### config.mk
export PLATFORM = sky130hd
export DESIGN_NAME = mod_n_tick_timer
export DESIGN_NICKNAME = d
export VERILOG_FILES = /design/src/rtl/mod_n_tick_timer.sv
export SDC_FILE = /design/constraint.sdc
export NUM_CORES = 1
export LEC_CHECK = 0
export CORE_ASPECT_RATIO = 0.7
export CORE_MARGIN = 2
export CORE_UTILIZATION = 45
export CTS_BUF_LIST = sky130_fd_sc_hd__clkbuf_16
export DETAILED_ROUTE_END_ITERATION = 12
export PLACE_DENSITY = 0.76
export SKIP_CTS_REPAIR_TIMING = 1
export SKIP_LAST_GASP = 1
export SLEW_MARGIN = 20
export SYNTH_ARGS = -nofsm -noshare
export SYNTH_HDL_FRONTEND = slang
export SYNTH_SLANG_ARGS = --single-unit
### constraint.sdc
create_clock -name Clk -period 2.2 [get_ports Clk]
set_clock_uncertainty 0.15 [all_clocks]
set_input_delay 0.22 -clock Clk [delete_from_list [all_inputs] [get_ports Clk]]
set_output_delay 0.22 -clock Clk [all_outputs]
set_load 0.1 [all_outputs]
### src/rtl/mod_n_tick_timer.sv
// Tick-driven countdown timer fed by a mod-N down counter (tick = Count_In==0), one-shot or periodic.
// All outputs registered: Expired, Busy and Done update at the edge following the expiring tick cycle.
module mod_n_tick_timer #(
  parameter int CNT_BIT = 4,
  parameter int TMR_BIT = 8
) (
  input  logic               Clk,
  input  logic               Rst,
  input  logic [CNT_BIT-1:0] Count_In,
  input  logic               Start,
  input  logic               Stop,
  input  logic               Periodic,
  input  logic [TMR_BIT-1:0] Load_Val,
  output logic               Busy,
  output logic               Done,
  output logic               Expired,
  output logic [TMR_BIT-1:0] Remaining,
  output logic [7:0]         Expire_Cnt
);

  typedef enum logic [1:0] {
    IDLE = 2'd0,
    RUN  = 2'd1,
    DONE = 2'd2
  } state_t;

  state_t             state_q, state_d;
  logic [TMR_BIT-1:0] rem_d;
  logic [TMR_BIT-1:0] reload_q, reload_d;
  logic               mode_q, mode_d;
  logic [7:0]         exp_cnt_d;
  logic               expired_d;
  logic               busy_d, done_d;

  logic tick;
  logic start_ok;
  logic stop_run;
  logic run_tick;
  logic last_tick;

  assign tick      = (Count_In == '0);
  assign start_ok  = Start && (Load_Val != '0);
  assign stop_run  = Stop && (state_q == RUN);
  // Stop and an accepted Start both shadow a tick arriving in the same cycle.
  assign run_tick  = (state_q == RUN) && tick && !stop_run && !start_ok;
  assign last_tick = run_tick && (Remaining == TMR_BIT'(1));

  always_ff @(posedge Clk) begin
    if (Rst) begin
      state_q    <= IDLE;
      Remaining  <= '0;
      reload_q   <= '0;
      mode_q     <= 1'b0;
      Expire_Cnt <= 8'd0;
      Expired    <= 1'b0;
      Busy       <= 1'b0;
      Done       <= 1'b0;
    end else begin
      state_q    <= state_d;
      Remaining  <= rem_d;
      reload_q   <= reload_d;
      mode_q     <= mode_d;
      Expire_Cnt <= exp_cnt_d;
      Expired    <= expired_d;
      Busy       <= busy_d;
      Done       <= done_d;
    end
  end

  always_comb begin
    state_d   = state_q;
    rem_d     = Remaining;
    reload_d  = reload_q;
    mode_d    = mode_q;
    exp_cnt_d = Expire_Cnt;
    expired_d = 1'b0;
    if (stop_run) begin
      state_d = IDLE;
      rem_d   = '0;
    end else if (start_ok) begin
      state_d  = RUN;
      rem_d    = Load_Val;
      reload_d = Load_Val;
      mode_d   = Periodic;
    end else if (last_tick) begin
      expired_d = 1'b1;
      exp_cnt_d = Expire_Cnt + 8'd1;
      if (mode_q) begin
        rem_d = reload_q;
      end else begin
        rem_d   = '0;
        state_d = DONE;
      end
    end else if (run_tick && (Remaining != '0)) begin
      rem_d = Remaining - TMR_BIT'(1);
    end
  end

  // Busy/Done are registered copies of the next state so they move with Expired.
  always_comb begin
    busy_d = (state_d == RUN);
    done_d = (state_d == DONE);
  end

endmodule

==> flow_metrics.env <==
export IMPL_status="completed"
export IMPL_cp_max_fo=5
export IMPL_drtIter0Drc=143
export IMPL_worstSkewPairLatency_ps=270
export IMPL_worstHoldStart="state_q[1]"
export IMPL_startpoint_type="input port"
export IMPL_cts_root_buf="clkbuf_16"
export IMPL_p_clk_share_pct=40.1
export IMPL_most_common_layout_cells="53 x buf_4, 22 x dfxtp_1, 19 x nor2_1"
export IMPL_cts_buffers=5
export IMPL_endpoint_kind="flip-flop"
export IMPL_rsz0062_at_grt="true"
export IMPL_netlist_area_leader_share_pct=37.9
export IMPL_crit_arrival_ps=2250
export IMPL_cap_violations=0
export IMPL_intPower_w=0.00113
export IMPL_tns_ps=0
export IMPL_synthCells=186
export IMPL_worst_path_buf_inv=1
export IMPL_rrSetupSlack_ps=30
export IMPL_setup_viol=0
export IMPL_wl_met1_um=2110
export IMPL_worstPathCellList="clkdlybuf4s50_1, or4_4, o21ai_4, nand3_4, or4_4, a21oi_1"
export IMPL_grt_overflow_total=0
export IMPL_reg2reg_to="Remaining[0]"
export IMPL_critical_path_depth=6
export IMPL_drtPass1Iterations=4
export IMPL_synth_area_per_cell_sq_um=8.52
export IMPL_critical_path_max_stage_delay_ps=590
export IMPL_num_vias=1742
export IMPL_yosysSeqAreaShare_pct=37.9
export IMPL_maxUsedRoutingLayer="met4"
export IMPL_startpoint="Load_Val[3]"
export IMPL_cts_sink_count=30
export IMPL_finalHoldViolCount=0
export IMPL_finalPower_w=0.00159
export IMPL_final_common_cell="buf_4"
export IMPL_htreeDepth=2
export IMPL_io_pins=36
export IMPL_drtAntennaViolNets=0
export IMPL_drc=0
export IMPL_die_area_sq_mm=0.00402
export IMPL_antenna_found_initial=0
export IMPL_comb_power_share_pct=22.7
export IMPL_vdd_drop_max_v=0.000528
export IMPL_die_w_um=74.9
export IMPL_timing_final_crit_share_pct=99.9
export IMPL_slew_viol_final=0
export IMPL_wl_met2_um=2420
export IMPL_cp_endpoint="Expire_Cnt[5]"
export IMPL_fin_nets=277
export IMPL_required_ps=2250
export IMPL_syn_cell_area_sq_mm=0.00159
export IMPL_gp_congestion=0.951
export IMPL_reg2reg_from="Remaining[4]"
export IMPL_leakage_nw=1.01
export IMPL_synth_nets=207
export IMPL_sw_frac_of_total_pct=29.1
export IMPL_dieHeight_um=53.7
export IMPL_worst_slack_ps=3.27
export IMPL_drive_gt1_share_pct=34.6
export IMPL_worstHoldPathType="flip-flop to flip-flop"
export IMPL_yosysTopAreaCell="dfxtp_1"
export IMPL_insertedDiodeCount=0
export IMPL_p_per_area_mw_per_mm2=662
export IMPL_rr_worst_depth=6
export IMPL_ys_warn_count=0
export IMPL_io_buffers=35
export IMPL_period_needed_ps=2200
export IMPL_p_sw_w=0.000463
export IMPL_area_delta_synth_final_pct=51.5
export IMPL_place_ws_ps=-259
export IMPL_worst_slew_pin_slew_ps=400
export IMPL_criticalPathCategory="input port to flip-flop"
export IMPL_avgRoutedWirePerCell_um=16.3
export IMPL_power_frac_seq_pct=37.2
export IMPL_place_hpwl_um=3670
export IMPL_critPathTopFamily="simple AND/OR/NAND/NOR gates"
export IMPL_ys_top_cells_by_area="dfxtp_1 38%, mux2i_1 6.9%, a21oi_1 6.6%, nor2_1 4.5%, nand2_1 3.6%"
export IMPL_synth_seq_cells=30
export IMPL_viasPerCell=5.73
export IMPL_grt_usage_pct=26.1
export IMPL_std_cell_rows=17
export IMPL_grt_max_degree=13
export IMPL_coreArea_sq_mm=0.00325
export IMPL_slew_headroom_pct=73.3
export IMPL_cp_slowest_cell="or4_4"
export IMPL_grt_pass1_wl_um=7630
export IMPL_fmax_ghz=0.455
export IMPL_cts_tree="yes"
export IMPL_start_util_pct=48.7
export IMPL_clk_path_buf_depth=2
export IMPL_crit_top_cell="or4_4"
export IMPL_grt_pass1_vias=1639
export IMPL_wl_met3_um=347
export IMPL_ys_types=48
export IMPL_wl_um=4940
export IMPL_clkSlewWorstSetupHoldPaths_ps=50
tightest hold or removal path: stages, from the launching register on:
cell and delay (ps):
dfxtp_1 320, inv_1 50, a21oi_1 50
logic make-up after synthesis:
logic type      count (synthesis)  synth area share, %
fa+ha+maj                       4                 3.16
compound gates                 51                 21.2
mux                            11                 6.95
simple gates                   74                 25.7
flops                          30                 37.9
xor+xnor                        3                 1.66
buf+inv                        13                 3.55
Yosys cell counts (all sizes together):
library cell	instances
dfxtp	30
a21oi	21
nor2	19
nand2	15
mux2i	11
o21ai	8
or4	8
nand3	7
clkbuf	6
inv	5
ha	4
nand2b	4
nor3	4
o31ai	4
or3	4
and3	3
nor4	3
a22oi	2
buf	2
nand4	2
o221ai	2
o41ai	2
xnor2	2
a211oi	1
a21o	1
a221oi	1
a311o	1
a31o	1
a31oi	1
nand3b	1
nand4b	1
nor2b	1
nor3b	1
o211a	1
o211ai	1
o21a	1
o21bai	1
o311ai	1
o31a	1
or2	1
xor2	1
worst min-delay path by stage:
stage                              end  depth (start not counted)
after CTS                   state_q[1]                          2
after floorplan           Remaining[2]                          2
final                       state_q[1]                          2
after detailed placement    state_q[1]                          2
after global placement      state_q[1]                          2
after global routing        state_q[1]                          2
area by class of cell:
class                   count  area, sq um
multi-input cells         143          977
fillers                   246          852
flip-flops and latches     30          621
repair buffers             71          589
clock buffers               5          125
well taps                  47         58.8
inverters                   5         18.8
clock inverters             3         12.5
sequential cells by signal, summed over array words and instances (netlist names):
name and count:
Done 1, reload_q 8, state_q 2, Remaining 8, mode_q 1, Busy 1, Expire_Cnt 8, Expired 1
power groups by stage:
stage / clock network [W] / registers [W] / logic [W]
after floorplan: 0 / 0.000670 / 0.000145
after global placement: 0 / 0.000597 / 0.000338
after detailed placement: 0 / 0.000599 / 0.000344
after CTS: 0.000638 / 0.000589 / 0.000347
after global routing: 0.000661 / 0.000593 / 0.000384
final: 0.000637 / 0.000591 / 0.000361
per-stage QoR:
stage,cell area (sq um),std cells,utilization [%],hold WS (ps)
final,2400,304,73.8,316
after global routing,2400,304,73.8,367
after global placement,2200,293,67.7,303
after detailed placement,2200,293,67.7,313
after floorplan,1630,186,-,200
after CTS,2340,301,72.0,321
per-layer routing:
layer	up-vias	GRT usage [%]
li1	835	-
met1	832	34.7
met2	65	41.2
met3	10	6.18
met4	0	10.1
met5	-	0
(Power assumes the default switching activity.)
